<file path="src/rtl/audio_reader_pkg.sv">
`default_nettype none
// audio_reader_pkg: state encoding, default widths and burst sizing helper
// shared by the audio burst reader and its sample FIFO.
package audio_reader_pkg;

  localparam int ADDR_W_DEF   = 18;
  localparam int DATA_W_DEF   = 32;
  localparam int BURSTCOUNT_W = 4;

  typedef enum logic [2:0] {
    ST_IDLE  = 3'd0,
    ST_REQ   = 3'd1,
    ST_DRAIN = 3'd2,
    ST_FLUSH = 3'd3,
    ST_FIN   = 3'd4
  } state_t;

  // Beats in the next burst: the lesser of the burst cap and the words left.
  function automatic logic [BURSTCOUNT_W-1:0] burst_len(input logic [31:0] max_burst,
                                                        input logic [31:0] rem);
    if (rem < max_burst) return rem[BURSTCOUNT_W-1:0];
    return max_burst[BURSTCOUNT_W-1:0];
  endfunction

endpackage
`default_nettype wire

</file>
<file path="src/rtl/audio_sample_fifo.sv">
`default_nettype none
// audio_sample_fifo: synchronous FIFO with a registered head word and valid,
// plus a clear input that empties it in one cycle.
module audio_sample_fifo #(
  parameter int DATA_W = 32,
  parameter int DEPTH  = 16,
  localparam int PTR_W = $clog2(DEPTH),
  localparam int CNT_W = PTR_W + 1
) (
  input  logic              clk,
  input  logic              rst_n,
  input  logic              clear,
  input  logic              push,
  input  logic [DATA_W-1:0] push_data,
  input  logic              pop,
  output logic [DATA_W-1:0] head_data,
  output logic              head_valid,
  output logic [CNT_W-1:0]  count,
  output logic              full,
  output logic              empty
);

  logic [DATA_W-1:0] mem [DEPTH];
  logic [PTR_W-1:0]  wr_ptr, rd_ptr, rd_ptr_nxt;
  logic [CNT_W-1:0]  count_nxt;
  logic              push_eff, pop_eff;

  assign empty    = (count == '0);
  assign full     = (count == CNT_W'(DEPTH));
  assign pop_eff  = pop && !empty && !clear;
  assign push_eff = push && !clear;

  always_comb begin
    rd_ptr_nxt = rd_ptr + PTR_W'(pop_eff);
    count_nxt  = count + CNT_W'(push_eff) - CNT_W'(pop_eff);
    if (clear) begin
      rd_ptr_nxt = '0;
      count_nxt  = '0;
    end
  end

  always_ff @(posedge clk) begin
    if (push_eff) mem[wr_ptr] <= push_data;
  end

  always_ff @(posedge clk) begin
    if (!rst_n) begin
      wr_ptr     <= '0;
      rd_ptr     <= '0;
      count      <= '0;
      head_data  <= '0;
      head_valid <= 1'b0;
    end else begin
      wr_ptr     <= clear ? '0 : wr_ptr + PTR_W'(push_eff);
      rd_ptr     <= rd_ptr_nxt;
      count      <= count_nxt;
      head_valid <= (count_nxt != '0);
      // A word written into an otherwise empty FIFO bypasses the array read.
      if (count_nxt == '0)                         head_data <= '0;
      else if (push_eff && (wr_ptr == rd_ptr_nxt)) head_data <= push_data;
      else                                         head_data <= mem[rd_ptr_nxt];
      assert (!(push_eff && full && !pop_eff));
    end
  end

endmodule
`default_nettype wire

</file>
<file path="src/rtl/audio_burst_reader.sv">
`default_nettype none
// audio_burst_reader: Avalon-MM burst-read master feeding a valid/ready sample
// stream, issuing only bursts the sample FIFO is guaranteed to absorb.
module audio_burst_reader
  import audio_reader_pkg::*;
#(
  parameter int ADDR_W     = ADDR_W_DEF,
  parameter int DATA_W     = DATA_W_DEF,
  parameter int MAX_BURST  = 8,
  parameter int FIFO_DEPTH = 16
) (
  input  logic                    clk_clk,
  input  logic                    reset_reset_n,
  input  logic                    start,
  input  logic                    abort,
  input  logic [ADDR_W-1:0]       base_addr,
  input  logic [ADDR_W-1:0]       num_words,
  output logic                    busy,
  output logic                    done,
  output logic [ADDR_W-1:0]       avm_address,
  output logic                    avm_read,
  output logic [BURSTCOUNT_W-1:0] avm_burstcount,
  input  logic                    avm_waitrequest,
  input  logic [DATA_W-1:0]       avm_readdata,
  input  logic                    avm_readdatavalid,
  output logic [DATA_W-1:0]       sample_data,
  output logic                    sample_valid,
  input  logic                    sample_ready
);

  localparam int CNT_W = $clog2(FIFO_DEPTH) + 1;
  localparam int SUM_W = CNT_W + 2;

  state_t                  state;
  logic [ADDR_W-1:0]       addr, remaining, addr_after, rem_after;
  logic [CNT_W-1:0]        outstanding, out_after, fifo_count;
  logic [BURSTCOUNT_W-1:0] acc_len, next_len;
  logic [SUM_W-1:0]        committed;
  logic                    accept, beat, can_issue;
  logic                    fifo_push, fifo_clear, fifo_full, fifo_empty;

  assign accept     = avm_read && !avm_waitrequest;
  assign acc_len    = accept ? avm_burstcount : '0;
  assign beat       = avm_readdatavalid && (outstanding != '0);
  assign addr_after = addr + ADDR_W'(acc_len);
  assign rem_after  = remaining - ADDR_W'(acc_len);
  assign out_after  = outstanding + CNT_W'(acc_len) - CNT_W'(beat);
  assign next_len   = burst_len(32'(MAX_BURST), 32'(rem_after));

  // Credit: every word already held or still owed, plus the burst just accepted,
  // plus the candidate burst must fit. Pops this cycle are not counted on purpose.
  assign committed = SUM_W'(fifo_count) + SUM_W'(outstanding) + SUM_W'(acc_len) + SUM_W'(next_len);
  assign can_issue = (rem_after != '0) && !fifo_full && (committed <= SUM_W'(FIFO_DEPTH));

  assign fifo_push  = beat && ((state == ST_REQ) || (state == ST_DRAIN));
  assign fifo_clear = (state == ST_FLUSH);

  always_ff @(posedge clk_clk) begin
    if (!reset_reset_n) begin
      state          <= ST_IDLE;
      addr           <= '0;
      remaining      <= '0;
      outstanding    <= '0;
      avm_read       <= 1'b0;
      avm_address    <= '0;
      avm_burstcount <= '0;
      busy           <= 1'b0;
      done           <= 1'b0;
    end else begin
      done        <= 1'b0;
      outstanding <= out_after;
      if (accept) begin
        addr      <= addr_after;
        remaining <= rem_after;
      end
      unique case (state)
        ST_IDLE: begin
          if (start) begin
            addr      <= base_addr;
            remaining <= num_words;
            busy      <= 1'b1;
            state     <= (num_words == '0) ? ST_FIN : ST_REQ;
          end
        end
        ST_REQ: begin
          if (abort) begin
            // A request still stalled by waitrequest stays up until accepted.
            state <= ST_FLUSH;
            if (accept) avm_read <= 1'b0;
          end else if (!avm_read || accept) begin
            if (accept && (rem_after == '0)) begin
              avm_read <= 1'b0;
              state    <= ST_DRAIN;
            end else if (can_issue) begin
              avm_read       <= 1'b1;
              avm_address    <= addr_after;
              avm_burstcount <= next_len;
            end else begin
              avm_read <= 1'b0;
            end
          end
        end
        ST_DRAIN: begin
          if (abort)                  state <= ST_FLUSH;
          else if (out_after == '0)   state <= ST_FIN;
        end
        ST_FLUSH: begin
          if (accept) avm_read <= 1'b0;
          if (!avm_read && (out_after == '0) && fifo_empty) state <= ST_FIN;
        end
        ST_FIN: begin
          done  <= 1'b1;
          busy  <= 1'b0;
          state <= ST_IDLE;
        end
        default: state <= ST_IDLE;
      endcase
    end
  end

  audio_sample_fifo #(
    .DATA_W (DATA_W),
    .DEPTH  (FIFO_DEPTH)
  ) u_fifo (
    .clk        (clk_clk),
    .rst_n      (reset_reset_n),
    .clear      (fifo_clear),
    .push       (fifo_push),
    .push_data  (avm_readdata),
    .pop        (sample_ready),
    .head_data  (sample_data),
    .head_valid (sample_valid),
    .count      (fifo_count),
    .full       (fifo_full),
    .empty      (fifo_empty)
  );

endmodule
`default_nettype wire
</file>
<file path="config.mk">
export PLATFORM = sky130hd
export DESIGN_NAME = audio_burst_reader
export DESIGN_NICKNAME = d
export VERILOG_FILES = /design/src/rtl/audio_reader_pkg.sv /design/src/rtl/audio_sample_fifo.sv /design/src/rtl/audio_burst_reader.sv
export SDC_FILE = /design/constraint.sdc
export NUM_CORES = 1
export LEC_CHECK = 0
export BUFFER_PORTS_ARGS = -buffer_cell sky130_fd_sc_hd__buf_2
export CORE_ASPECT_RATIO = 0.6
export CORE_MARGIN = 2
export CORE_UTILIZATION = 23
export DETAILED_ROUTE_END_ITERATION = 8
export SLEW_MARGIN = 20
export SYNTH_ARGS = -nofsm -noshare
export SYNTH_HDL_FRONTEND = slang
export SYNTH_HIERARCHICAL = 1
export SYNTH_SLANG_ARGS = --single-unit
</file>
<file path="constraint.sdc">
create_clock -name clk_clk -period 5.6 [get_ports clk_clk]
set_clock_uncertainty 0.15 [all_clocks]
set_input_delay 0.56 -clock clk_clk [delete_from_list [all_inputs] [get_ports clk_clk]]
set_output_delay 0.56 -clock clk_clk [all_outputs]
set_load 0.02 [all_outputs]
</file>
Word level (Yosys, flattened, before mapping)
Memory sizes are Yosys's and may differ from the RTL's. A register that Yosys moved wholly into a read port is not among the register bits.
Index checks and enable logic that the tools add are counted.
{ "word_totals": {"regBits": 83, "latchBits": 0, "ram_bits": 512, "rom_bits": 0, "inputBits": 75, "word_cells": 107, "n_memories": 1} }
{ "mem_list": {"columns": ["name", "depth", "word_bits", "read_ports", "rd_clocked_by_memory_dff", "write_ports", "line", "rtl"], "rows": [
  ["u_fifo.mem", 16, 32, 1, 1, 1, "audio_sample_fifo.sv:23", "logic [DATA_W-1:0] mem [DEPTH];"]
]} }
{ "op_classes": {"n_addsub": 11, "n_mul": 0, "div_mod_pow": 0, "order_cmp": 2, "eq_ne": 10, "n_shift": 0, "mux": 32, "bitwise": 3, "n_reduce_logical": 35} }
{ "op_table": {"columns": ["operator", "count"], "rows": [
  ["2-to-1 mux 18 bit", 6],
  ["zero test 18 bit", 2],
  ["2-to-1 mux 3 bit", 8],
  ["adder 18 x 4 -> 18 bit", 1],
  ["less-than comparator 18 x 4 -> 1 bit, second input constant", 1],
  ["nonzero test 18 bit", 1],
  ["subtractor 18 x 4 -> 18 bit", 1],
  ["2-to-1 mux 4 bit", 4],
  ["zero test 5 bit", 3],
  ["case mux 3 bit (4 select lines)", 1],
  ["logical AND 1 bit", 11],
  ["2-to-1 mux 1 bit", 10],
  ["AND reduction 5 bit", 2],
  ["nonzero test 5 bit", 2],
  ["subtractor 5 x 1 -> 5 bit", 2],
  ["!= test 3 x 2 -> 1 bit, second input constant", 3],
  ["adder 4 x 1 -> 4 bit", 2],
  ["adder 6 x 4 -> 7 bit", 1],
  ["adder 7 x 4 -> 7 bit", 1],
  ["<= comparator 7 x 5 -> 1 bit, second input constant", 1],
  ["adder 5 x 5 -> 6 bit", 1],
  ["== test 3 x 2 -> 1 bit, second input constant", 2],
  ["adder 5 x 1 -> 5 bit", 1],
  ["adder 5 x 4 -> 5 bit", 1],
  ["other kinds (13)", 25]
]} }

Longest topological paths before layout
Gate-level depths: netlist (run 1).
{ "depth": {"ltp_word": 15, "ltp_mapped": 27, "ltp_nobuf": 23} }

By module
Netlist (run 1), hierarchy kept.
{ "by_module_without_submodules": {"columns": ["mod", "instances", "cells_each", "area_per_inst_um2"], "rows": [
  ["audio_sample_fifo", 1, 1262, 21602.0],
  ["audio_burst_reader", 1, 578, 4715.8]
]} }

Worst setup path after synthesis (run 1)
OpenSTA, ideal clock, no wires.
{ "synth_path": {"path_type": "input -> register", "startpoint": "input avm_waitrequest", "endpoint": "register avm_address[0]", "setup_ns": 0.118, "t_arrival_ns": 5.587, "t_required_ns": 5.332, "setup_slack_ns": -0.255, "stages": 26, "cell_sequence": "nor2b_1 > clkbuf_1 > buf_1 > and2_1 > ha_1 > fa_1 > nor2b_1 > o21ai_0 > a2bb2oi_1 > o22a_1 > nor3b_1 > nand4b_1 > or2_2 > fa_1 > inv_1 > ha_1 > inv_1 > fa_1 > nor4b_1 > o21ai_0 > o211ai_1 > nand4_1 > a41o_1 > buf_6 > buf_12 > mux2i_1"} }
{ "synth_via": {"elab_chain_cells": 11, "word_cells_on_any_way": 20} }
{ "synth_lines": {"columns": ["element", "line", "rtl"], "rows": [
  ["from (decl)", "audio_burst_reader.sv:23", "input logic avm_waitrequest,"],
  ["zero test 1 bit (*)", "audio_burst_reader.sv:42", "assign accept = avm_read && !avm_waitrequest;"],
  ["logical AND 1 bit (*)", "audio_burst_reader.sv:42", null],
  ["2-to-1 mux 4 bit (*)", "audio_burst_reader.sv:43", "assign acc_len = accept ? avm_burstcount : '0;"],
  ["subtractor 18 x 4 -> 18 bit (*)", "audio_burst_reader.sv:46", "assign rem_after = remaining - ADDR_W'(acc_len);"],
  ["less-than comparator 18 x 4 -> 1 bit", "audio_reader_pkg.sv:21", "if (rem < max_burst) return rem[BURSTCOUNT_W-1:0];"],
  ["2-to-1 mux 1 bit", "audio_reader_pkg.sv:21", null],
  ["2-to-1 mux 4 bit (*)", "audio_reader_pkg.sv:22", "return max_burst[BURSTCOUNT_W-1:0];"],
  ["named net next_len[3]", "audio_burst_reader.sv:37", "logic [BURSTCOUNT_W-1:0] acc_len, next_len;"],
  ["adder 7 x 4 -> 7 bit (*)", "audio_burst_reader.sv:52", "assign committed = SUM_W'(fifo_count) + SUM_W'(outstanding) + SUM_W'(acc_len) + SUM_W'(next_len);"],
  ["<= comparator 7 x 5 -> 1 bit (*)", "audio_burst_reader.sv:53", "assign can_issue = (rem_after != '0) && !fifo_full && (committed <= SUM_W'(FIFO_DEPTH));"],
  ["logical AND 1 bit (*)", "audio_burst_reader.sv:53", null],
  ["AND reduction 5 bit (no line) (*)", null, null],
  ["to (signal assigned)", "audio_burst_reader.sv:96", "avm_address <= addr_after;"],
  ["to (decl)", "audio_burst_reader.sv:20", "output logic [ADDR_W-1:0] avm_address,"]
]} }
Mark *: on every way through the listed nets, which the timed path passes. The rest lies on a longest branch. The select of a mux whose other input is x is not followed.
A chain may end at the register's enable or synchronous reset.

Worst setup path after layout (run 1)
{ "layout_path": {"startpoint": "register avm_read", "endpoint": "register avm_address[8]"} }
{ "layout_via": {"elab_chain_cells": 10, "word_cells_on_any_way": 20} }
{ "layout_lines": {"columns": ["element", "line", "rtl"], "rows": [
  ["from (decl)", "audio_burst_reader.sv:21", "output logic avm_read,"],
  ["from (signal assigned)", "audio_burst_reader.sv:64", "avm_read <= 1'b0;"],
  ["from (signal assigned)", "audio_burst_reader.sv:89", "if (accept) avm_read <= 1'b0;"],
  ["from (signal assigned)", "audio_burst_reader.sv:92", "avm_read <= 1'b0;"],
  ["logical AND 1 bit (*)", "audio_burst_reader.sv:42", null],
  ["2-to-1 mux 4 bit (*)", "audio_burst_reader.sv:43", null],
  ["subtractor 18 x 4 -> 18 bit (*)", "audio_burst_reader.sv:46", null],
  ["less-than comparator 18 x 4 -> 1 bit", "audio_reader_pkg.sv:21", null],
  ["2-to-1 mux 1 bit", "audio_reader_pkg.sv:21", null],
  ["2-to-1 mux 4 bit (*)", "audio_reader_pkg.sv:22", null],
  ["named net next_len[3]", "audio_burst_reader.sv:37", null],
  ["adder 7 x 4 -> 7 bit (*)", "audio_burst_reader.sv:52", null],
  ["<= comparator 7 x 5 -> 1 bit (*)", "audio_burst_reader.sv:53", null],
  ["logical AND 1 bit (*)", "audio_burst_reader.sv:53", null],
  ["AND reduction 5 bit (no line) (*)", null, null]
]} }
Marks and branches as above.

==> out/metrics.csv, run 1 <==
stage,metric,value,unit
synthesis,Synth Register Bits,627,
final_layout,Area Overhead vs Synth,19.60,%
cts,CTS Sinks,627,
synthesis,main flop type after synthesis,edfxtp_1,
floorplan,Chip Width,440.7,um
floorplan,Initial Util,23.11,%
timing,unrepaired setup endpoints after global routing,yes,
synthesis,mux contribution to synthesized area,7.878,%
critical_path,CP required,5.97,ns
timing,Fin Setup TNS,0,ns
drt,wire per inst,19.52,um
drt,met2 WL,29150,um
power_and_ir_drop,leakage,10.62,nW
cts,CTS Root Buffer Type,clkbuf_16,
final_layout,Filler cells,11540,
drt,vias,16390,
critical_path,CP max FO,6,
place,number of I/O port buffers,132,
place,Placed Cells incl. Taps,3457,
synthesis,Synth Area in Compound Gates,6.509,%
cts,clock buffer depth,3,
timing,highest clock rate,185.6,MHz
global_route,Total GRT Usage,11.61,%
synthesis,synth warn,6,
timing,final max-slew violation count,0,
synthesis,post-synth cell types,70,
floorplan,# IOs,133,
drt,vias per cell,4.579,
job,max-cap violations,0,
critical_path,CP Data Arrival Time,5.76,ns
place,Area after DPL,0.02923,mm2
place,DP HPWL,43280,um
synthesis,fraction of the yosys area taken by sequential cells,67.17,%
synthesis,Yosys top cell area share,58.42,%
global_route,number of global-route vias before repair,15710,
timing,Tightest Pin Transition,1.074,ns
power_and_ir_drop,Pwr Total,14.78,mW
cts,CTS tree,yes,
critical_path,Startpoint Class,flip-flop,
synthesis,syn_area_per_cell,14.30,um2
power_and_ir_drop,maximum vdd drop,281.1,uV
drt,Antenna Nets Post-Route,0,
final_layout,post-route insts no fill,3580,
global_route,initial antenna violation count,7,
timing,post-route clock period utilization,96.22,%
place,pre-CTS setup slack,-0.2853,ns
synthesis,most numerous cell in the Yosys netlist,edfxtp_1,
cts,CTS Buf Count,59,
synthesis,Mapped Cells,1840,
cts,Skew-Pair Late Insertion Delay,0.64,ns
drt,met1 wire length,33360,um
synthesis,Synth Area in Adders,2.605,%
drt,initial DRC count,1376,
floorplan,core area,0.1139,mm2
drt,drt pass-1 iters,5,
global_route,GRT overflow,0,
power_and_ir_drop,P per Cell Area,469.7,mW/mm2
synthesis,"Cell Area, Synth",0.02632,mm2
timing,Period minus WS final,5.388,ns
synthesis,post-synthesis xor/xnor area fraction,2.192,%
synthesis,Post-synth EDFFs,512,
timing,Final Hold Fails,0,
synthesis,Post-Synth Simple-Gate Area,11.02,%
drt,met3 routed WL,5955,um
synthesis,commonest cells in the netlist,"edfxtp_1, nand2_1, nor2_1",
cts,htree depth,2,
synthesis,Async SR Flop Fraction,0,%
timing,WHS,0.05642,ns
critical_path,CP Capture Type,flip-flop,
floorplan,full die area,0.1172,mm2
critical_path,Worst Setup Path Type,flip-flop to flip-flop,
worst_hold_path,worst min path class,input pin to flip-flop,
final_layout,layout cells sized above 1,22.50,%
drt,number of remaining DRC errors,0,
final_layout,final core occ,27.64,%
synthesis,Mapped Nets,1962,
synthesis,"top cells by area, synth","edfxtp_1, dfxtp_1, mux4_2",
synthesis,largest family of logic cells by synthesized area,simple AND/OR/NAND/NOR gates,
outcome,status,finished clean,
synthesis,leading area contributor after synthesis,edfxtp_1,
drt,WL final,69890,um
global_route,largest net degree at the start of global routing,125,
final_layout,Multi-input gate area,0.008268,mm2
timing,"Setup violations, final",0,
floorplan,Die Height,266.0,um
final_layout,Seq. cell area,0.01768,mm2
final_layout,nets@finish,2129,
place,RD Place Congestion,0.8303,
final_layout,final instance area,0.03148,mm2
drt,highest metal used,met5,
cts,"CTS clk-pin slew, worst paths",0.07,ns
global_route,first-pass GRT wire length,103000,um
timing,slew margin rel.,28.43,%
timing,fin worst setup slack,0.2116,ns
floorplan,row count,96,
[logic make-up after synthesis]
group | count (synthesis)
XOR/XNOR | 65
multiplexers | 123
AO/OA/AOI/OAI | 229
buffers and inverters | 161
AND/OR/NAND/NOR | 588
flip-flops | 627
adder cells (fa/ha/maj) | 47
[worst max-delay path: stages, from the launching register on]
cell and delay (ns):
dfxtp_2 0.33, nor2b_4 0.21, and2_4 0.19, ha_4 0.15
fa_2 0.25, nor2b_4 0.06, o21a_1 0.21, buf_6 0.12
o31ai_2 0.17, nand4_1 0.18, nor2_1 0.15, nand4b_1 0.22
or2_4 0.31, fa_1 0.44, inv_1 0.07, ha_2 0.18
inv_2 0.05, fa_2 0.57, nor4b_4 0.19, o21ai_1 0.10
o211ai_1 0.11, nand4_1 0.18, a41o_4 0.35, clkbuf_16 0.19
mux2i_1 0.11
[final timing paths]
check                  startpoint              end  slack (ns)  cells past startpoint
hold reg to reg   avm_address[10]  avm_address[10]        0.31                      2
setup reg to reg         avm_read   avm_address[8]        0.21                     24
setup / recovery         avm_read   avm_address[8]        0.21                     24
hold / removal      base_addr[13]         addr[13]        0.06                      3
[layout make-up]
class / instances / share of cell area [%]
sequential: 627 / 56.16
multi-input combinational: 1052 / 26.27
tap: 1519 / 6.038
clock buffer: 84 / 5.215
timing repair buffer: 219 / 4.587
clock inverter: 28 / 1.133
inverter: 48 / 0.5724
antenna: 3 / 0.02385
[cell usage in the layout (no fill, tap or decap), types with 18 or more instances in the layout]
| cell | count |
|---|---|
| a211oi_1 | 32 |
| ha_1 | 29 |
| clkbuf_1 | 19 |
| o31ai_1 | 33 |
| mux2i_1 | 26 |
| mux4_2 | 64 |
| edfxtp_1 | 512 |
| or3_1 | 37 |
| inv_1 | 45 |
| mux2_2 | 33 |
| a21oi_1 | 19 |
| nand3_1 | 18 |
| nand2_1 | 146 |
| xnor2_1 | 33 |
| nor4_1 | 44 |
| xor2_1 | 29 |
| buf_4 | 73 |
| buf_2 | 132 |
| o32ai_1 | 31 |
| clkbuf_16 | 62 |
| nor2_1 | 112 |
| o22ai_1 | 33 |
| nor3_1 | 106 |
| dfxtp_1 | 114 |
| and3_1 | 37 |
| a22o_1 | 31 |
[flip-flops by register name (all words and copies together), names as in the netlist, 3 cells and up]
register / flops
u_fifo/mem: 512
u_fifo/head_data: 32
addr: 18
avm_address: 18
remaining: 18
outstanding: 5
u_fifo/count: 5
avm_burstcount: 4
u_fifo/rd_ptr: 4
u_fifo/wr_ptr: 4
state: 3
[power breakdown]
| group | switching, mW | internal [mW] |
|---|---|---|
| logic | 2.92 | 2.07 |
| registers | 0.256 | 5.39 |
| clock network | 1.81 | 2.34 |
[what timing repair did]
item / 4_1_cts / 5_1_grt
hold buffers: 2 / 0
setup endpoints to repair: 0 / 23
resized for setup: 0 / 30
hold endpoints to repair: 2 / 0
buffers inserted: 0 / 4
[metal layers]
| layer | up-vias | track usage (%) |
|---|---|---|
| met4 | 6 | 2.795 |
| met3 | 98 | 3.132 |
| met2 | 563 | 16.42 |
| li1 | 7404 | - |
| met1 | 8323 | 17.38 |
| met5 | - | 0 |
Note: power is estimated with default switching activity, not from simulation.
==> inputs of run 2 (changes only) <==
Settings changed: CORE_UTILIZATION 23 to 44.
==> out/metrics.csv, run 2 (synthesized netlist as in run 1, its figures left out) <==
stage,metric,value,unit,change
global_route,first-pass GRT wire length,102400,um,-0.60%
timing,post-route clock period utilization,95.11,%,-1.1 points
cts,CTS Sinks,627,,unchanged
floorplan,core area,0.05914,mm2,-48%
cts,Hold Buf Count CTS,0,,-2
drt,WL final,68950,um,-1.3%
floorplan,Die Height,193.4,um,-27%
timing,Period minus WS final,5.326,ns,-0.06242 ns
floorplan,Initial Util,44.50,%,+21 points
critical_path,crit-path cells,nor2b_4 > and2_1 > ha_2 > fa_2 > nor2b_2 > o2111ai_1 > a2bb2oi_1 > o22a_1 > nor3b_1 > nand4b_1 > or2_4 > fa_1 > inv_1 > ha_1 > inv_1 > fa_1 > nor4b_2 > o21ai_0 > o211ai_1 > nand4_1 > a41o_2 > clkbuf_16 > mux2i_1,,
drt,wire per inst,24.38,um,+25%
critical_path,CP required,5.97,ns,about the same
timing,Tightest Pin Transition,1.145,ns,+0.07170 ns
floorplan,row count,69,,-28%
drt,vias per cell,5.842,,+28%
cts,"CTS clk-pin slew, worst paths",0.07,ns,about the same
cts,CTS tree,yes,,
cts,htree depth,2,,unchanged
timing,highest clock rate,187.8,MHz,+1.2%
floorplan,full die area,0.06185,mm2,-47%
place,Placed Cells incl. Taps,2716,,-21%
final_layout,"Most flops, register",u_fifo/mem,,
worst_hold_path,worst min path class,input pin to flip-flop,,
drt,initial DRC count,1799,,+31%
timing,fin worst setup slack,0.2740,ns,+0.06242 ns
global_route,number of global-route vias before repair,15900,,+1.2%
cts,CTS Buf Count,58,,-1.7%
cts,Skew-Pair Late Insertion Delay,0.64,ns,about the same
timing,final max-slew violation count,0,,unchanged
timing,slew margin rel.,23.47,%,-5.0 points
final_layout,largest registers,"u_fifo/mem (512), u_fifo/head_data (32)",,
place,DP HPWL,40840,um,-5.6%
timing,"Setup violations, final",0,,unchanged
drt,drt pass-1 iters,5,,unchanged
global_route,largest net degree at the start of global routing,71,,-43%
place,pre-CTS setup slack,-0.2517,ns,+0.03361 ns
drt,number of remaining DRC errors,0,,unchanged
final_layout,layout cells sized above 1,21.31,%,-1.2 points
power_and_ir_drop,leakage,10.48,nW,-1.3%
final_layout,"leading cell type in the layout, fill and taps excluded",edfxtp_1,,
critical_path,CP max FO,11,,+5
floorplan,# IOs,133,,unchanged
critical_path,Startpoint Class,flip-flop,,
final_layout,nets@finish,2118,,-0.52%
critical_path,critical path's largest stage delay,0.50,ns,-0.07 ns
critical_path,Critical Path Slowest Stage Cell,fa_1,,
global_route,GRT overflow,0,,unchanged
critical_path,Worst Setup Path Type,flip-flop to flip-flop,,
place,RD Place Congestion,0.9070,,+9.2%
power_and_ir_drop,maximum vdd drop,309.7,uV,+10%
cts,CTS Root Buffer Type,clkbuf_16,,
final_layout,final core occ,51.08,%,+23 points
final_layout,max reg flops,512,,unchanged
place,number of I/O port buffers,132,,unchanged
global_route,initial antenna violation count,4,,-3
cts,Post CTS Setup Buffer Count,0,,unchanged
power_and_ir_drop,P per Cell Area,477.3,mW/mm2,+1.6%
power_and_ir_drop,Pwr Total,14.42,mW,-2.5%
job,max-cap violations,0,,unchanged
critical_path,CP Capture Type,flip-flop,,
drt,Antenna Nets Post-Route,0,,unchanged
outcome,status,finished clean,,
critical_path,CP Data Arrival Time,5.69,ns,-0.07 ns
final_layout,"commonest non-fill, non-tap cells in the layout","edfxtp_1, nand2_1, buf_2",,
global_route,Total GRT Usage,22.08,%,+10 points
final_layout,Area Overhead vs Synth,14.79,%,
cts,clock buffer depth,3,,unchanged
final_layout,post-route insts no fill,2828,,-21%
floorplan,Chip Width,319.7,um,-27%
timing,Final Hold Fails,0,,unchanged
drt,vias,16520,,+0.77%
==> run 2: area by class of cell <==
cell class                      count  area (um2)
Fill cell                        4855       28930
Sequential cell                   627       17680
Multi-Input combinational cell   1052        8164
Clock buffer                       84        1609
Timing Repair Buffer              209        1344
Tap cell                          781       977.2
Clock inverter                     26       256.5
Inverter                           48       180.2
Antenna cell                        1       2.502
==> run 2: layer usage <==
layer / share of wire (%) / vias up / track usage, % / wire [um]
met3: 8.5 / 109 / 4.083 / 5833
met4: 2.4 / 4 / 6.045 / 1656
met2: 41 / 659 / 30.44 / 28370
li1: - / 7378 / - / -
met1: 48 / 8371 / 35.38 / 33070
met5: 0.032 / - / 0 / 22
==> run 2: power breakdown <==
group	total, mW	internal (mW)	switching, mW
Sequential	5.66	5.39	0.266
Combinational	4.84	2.02	2.82
Clock	3.92	2.18	1.73
==> run 2: final timing paths <==
| check | depth (start not counted) | slack (ns) | to | startpoint |
|---|---|---|---|---|
| hold reg to reg | 2 | 0.31 | avm_address[17] | avm_address[17] |
| setup reg to reg | 23 | 0.27 | avm_address[3] | avm_read |
| setup / recovery | 23 | 0.27 | avm_address[3] | avm_read |
| hold / removal | 3 | 0.05 | addr[7] | base_addr[7] |
==> run 2: through the flow <==
stage / hold slack (ns) / TNS, ns / area [um2]
after floorplan: 0.3126 / 0 / 26330
after global placement: 0.2919 / -2.450 / 28300
after detailed placement: 0.3011 / -5.310 / 28300
after CTS: 0.01508 / 0 / 30160
after global routing: 0.04664 / -0.3496 / 30210
final: 0.05364 / 0 / 30210
==> run 2: critical path: cells and delay by family (launching register included) <==
| kind | cells | cell delay, ns |
|---|---|---|
| compound gates | 6 | 1.04 |
| flops | 1 | 0.31 |
| fa+ha+maj | 5 | 1.70 |
| simple gates | 8 | 1.55 |
| buf+inv | 3 | 0.34 |
| mux | 1 | 0.12 |
==> run 2: repair_timing <==
action	in CTS	in global routing
hold endpoints to repair	0	0
endpoints found under the setup margin	0	23
gates resized for setup	0	7
==> inputs of run 3 (changes only) <==
Settings changed: CTS_BUF_LIST set to sky130_fd_sc_hd__clkbuf_4 sky130_fd_sc_hd__clkbuf_8 sky130_fd_sc_hd__clkbuf_16.
==> out/metrics.csv, run 3 (synthesized netlist as in run 1, its figures left out) <==
stage,metric,value,unit,change
power_and_ir_drop,sw frac,33.26,%,-0.20 points
final_layout,"commonest non-fill, non-tap cells in the layout","edfxtp_1, nand2_1, buf_2",,
critical_path,r2r startpoint,avm_read,,
timing,Final Hold Fails,0,,unchanged
floorplan,full die area,0.06185,mm2,unchanged
power_and_ir_drop,leakage,10.55,nW,+0.65%
floorplan,row count,69,,unchanged
job,max-cap violations,0,,unchanged
drt,vias per cell,5.808,,-0.57%
critical_path,CP Data Arrival Time,5.66,ns,-0.03 ns
cts,"CTS clk-pin slew, worst paths",0.07,ns,about the same
worst_hold_path,worst min path class,input pin to flip-flop,,
global_route,largest net degree at the start of global routing,71,,unchanged
cts,htree depth,2,,unchanged
power_and_ir_drop,Psw,4.829,mW,about the same
critical_path,CP max FO,11,,unchanged
place,number of I/O port buffers,132,,unchanged
floorplan,Initial Util,44.50,%,unchanged
critical_path,critical path's largest stage delay,0.50,ns,about the same
critical_path,CP Depth,23,,unchanged
power_and_ir_drop,Clock power frac,27.7,%,+0.5 points
drt,WL final,68920,um,about the same
timing,slew margin rel.,23.02,%,-0.44 points
floorplan,Chip Width,319.7,um,unchanged
cts,CTS tree,yes,,
global_route,Total GRT Usage,22.07,%,about the same
critical_path,CP required,5.97,ns,about the same
global_route,routing usage on met3,4.229,%,+0.15 points
cts,Skew-Pair Late Insertion Delay,0.64,ns,about the same
critical_path,crit-path cells,nor2b_4 > and2_1 > ha_2 > fa_2 > nor2b_2 > o2111ai_1 > a2bb2oi_1 > o22a_1 > nor3b_1 > nand4b_1 > or2_4 > fa_1 > inv_1 > ha_1 > inv_1 > fa_1 > nor4b_2 > o21ai_0 > o211ai_1 > nand4_1 > a41o_2 > clkbuf_16 > mux2i_1,,
final_layout,max reg flops,512,,unchanged
global_route,initial antenna violation count,4,,unchanged
critical_path,CP Capture Type,flip-flop,,
final_layout,nets@finish,2118,,unchanged
floorplan,core area,0.05914,mm2,unchanged
global_route,met1 global-route usage,35.26,%,-0.12 points
critical_path,R2R Path End,avm_address[12],,
timing,Period minus WS final,5.283,ns,-0.04305 ns
power_and_ir_drop,Internal Power,9.691,mW,+1.0%
place,Placed Cells incl. Taps,2716,,unchanged
final_layout,layout cells sized above 1,22.29,%,+0.98 points
critical_path,CP Buf/Inv Count,3,,unchanged
floorplan,Die Height,193.4,um,unchanged
outcome,status,finished clean,,
floorplan,# IOs,133,,unchanged
drt,number of remaining DRC errors,0,,unchanged
final_layout,post-route insts no fill,2829,,+0.035%
global_route,number of global-route vias before repair,15910,,+0.025%
critical_path,Critical Path Start,avm_read,,
drt,vias,16430,,-0.54%
global_route,grt peak-use layer,met1,,
timing,post-route clock period utilization,94.34,%,-0.77 points
drt,Antenna Nets Post-Route,0,,unchanged
place,RD Place Congestion,0.9070,,unchanged
critical_path,Worst Setup Path Type,flip-flop to flip-flop,,
cts,clock buffer depth,3,,unchanged
cts,CTS Root Buffer Type,clkbuf_16,,
drt,wire per inst,24.36,um,about the same
critical_path,Startpoint Class,flip-flop,,
global_route,GRT overflow,0,,unchanged
power_and_ir_drop,P per Cell Area,479.4,mW/mm2,+0.44%
critical_path,Worst Reg-to-Reg Cells,23,,unchanged
critical_path,reg-to-reg setup timing slack,0.32,ns,+0.04 ns
critical_path,crit-path leading delay family,adder cells,,
final_layout,"Most flops, register",u_fifo/mem,,
power_and_ir_drop,sequential fraction of design power,39.0,%,-0.2 points
critical_path,worst setup path endpoint,avm_address[12],,
final_layout,Area Overhead vs Synth,15.09,%,
timing,Tightest Pin Transition,1.152,ns,+0.006658 ns
timing,highest clock rate,189.3,MHz,+0.81%
cts,Hold Buf Count CTS,0,,unchanged
global_route,first-pass GRT wire length,102400,um,about the same
timing,Fin Setup TNS,0,ns,unchanged
drt,initial DRC count,1768,,-1.7%
critical_path,Critical Path Slowest Stage Cell,fa_1,,
place,DP HPWL,40840,um,unchanged
power_and_ir_drop,maximum vdd drop,290.2,uV,-6.3%
final_layout,"leading cell type in the layout, fill and taps excluded",edfxtp_1,,
timing,"Setup violations, final",0,,unchanged
cts,CTS Buf Count,58,,unchanged
drt,drt pass-1 iters,5,,unchanged
power_and_ir_drop,Logic pwr share,33.3,%,-0.3 points
cts,CTS Sinks,627,,unchanged
timing,final max-slew violation count,0,,unchanged
global_route,met2 Use GR,30.43,%,about the same
final_layout,largest registers,"u_fifo/mem (512), u_fifo/head_data (32)",,
power_and_ir_drop,Pwr Total,14.52,mW,+0.70%
-- run 3: cell types whose count changed in the layout (fill, tap and decap cells not counted) --
cell / before / now
clkbuf_4: 0 / 20
clkbuf_1: 20 / 0
diode_2: 1 / 2
-- run 3: timing repair --
action,4_1_cts,5_1_grt
gates resized for setup,0,7
setup buffers,0,0
setup endpoints to repair,0,23
hold endpoints to repair,0,0
-- run 3: how the worst min path moves through the flow --
stage,from,endpoint,slack (ns),cells past startpoint
floorplan,addr[0],addr[0],0.31,2
global placement,avm_address[8],avm_address[8],0.29,2
detailed placement,avm_address[17],avm_address[17],0.30,2
CTS,base_addr[1],addr[1],0.01,3
global route,base_addr[1],addr[1],0.05,3
finish,base_addr[7],addr[7],0.05,3
-- run 3: cell type report --
class	count	area, um2
flip-flops and latches	627	17680
clock inverters	26	256.5
well taps	781	977.2
fillers	4843	28850
multi-input cells	1052	8164
inverters	48	180.2
clock buffers	84	1684
diodes	2	5.005
repair buffers	209	1344
-- run 3: worst register-to-register path: stages, from the launching register on --
cell and delay [ns]:
dfxtp_1 0.31, nor2b_4 0.14, and2_1 0.18, ha_2 0.20, fa_2 0.35, nor2b_2 0.19, o2111ai_1 0.13, a2bb2oi_1 0.16
o22a_1 0.21, nor3b_1 0.19, nand4b_1 0.18, or2_4 0.28, fa_1 0.49, inv_1 0.07, ha_1 0.16, inv_1 0.06
fa_1 0.50, nor4b_2 0.21, o21ai_0 0.11, o211ai_1 0.11, nand4_1 0.14, a41o_2 0.33, clkbuf_16 0.20, mux2i_1 0.13
-- run 3: per-stage QoR --
step	util, %	worst slack (ns)	cell area, um2	hold slack [ns]
after global routing	51.21	-0.03371	30290	0.04700
after CTS	51.13	0.09145	30240	0.01461
final	51.22	0.3171	30290	0.04916
after floorplan	-	0.04637	26330	0.3126
after global placement	47.85	-0.1152	28300	0.2919
after detailed placement	47.85	-0.2517	28300	0.3011
-- run 3: routing by layer --
metal | vias to the layer above | share of wire, % | wire length, um
li1 | 7384 | - | -
met1 | 8310 | 48 | 33230
met2 | 632 | 41 | 28380
met3 | 102 | 8.2 | 5675
met4 | 4 | 2.3 | 1614
met5 | - | 0.032 | 22
-- run 3: power by group through the flow --
stage	Sequential [mW]	Combinational (mW)	Clock, mW
after floorplan	5.80	3.27	0
after global placement	5.74	4.70	0
after detailed placement	5.75	4.77	0
after CTS	5.65	4.79	4.12
after global routing	5.70	5.27	4.29
final	5.66	4.84	4.03
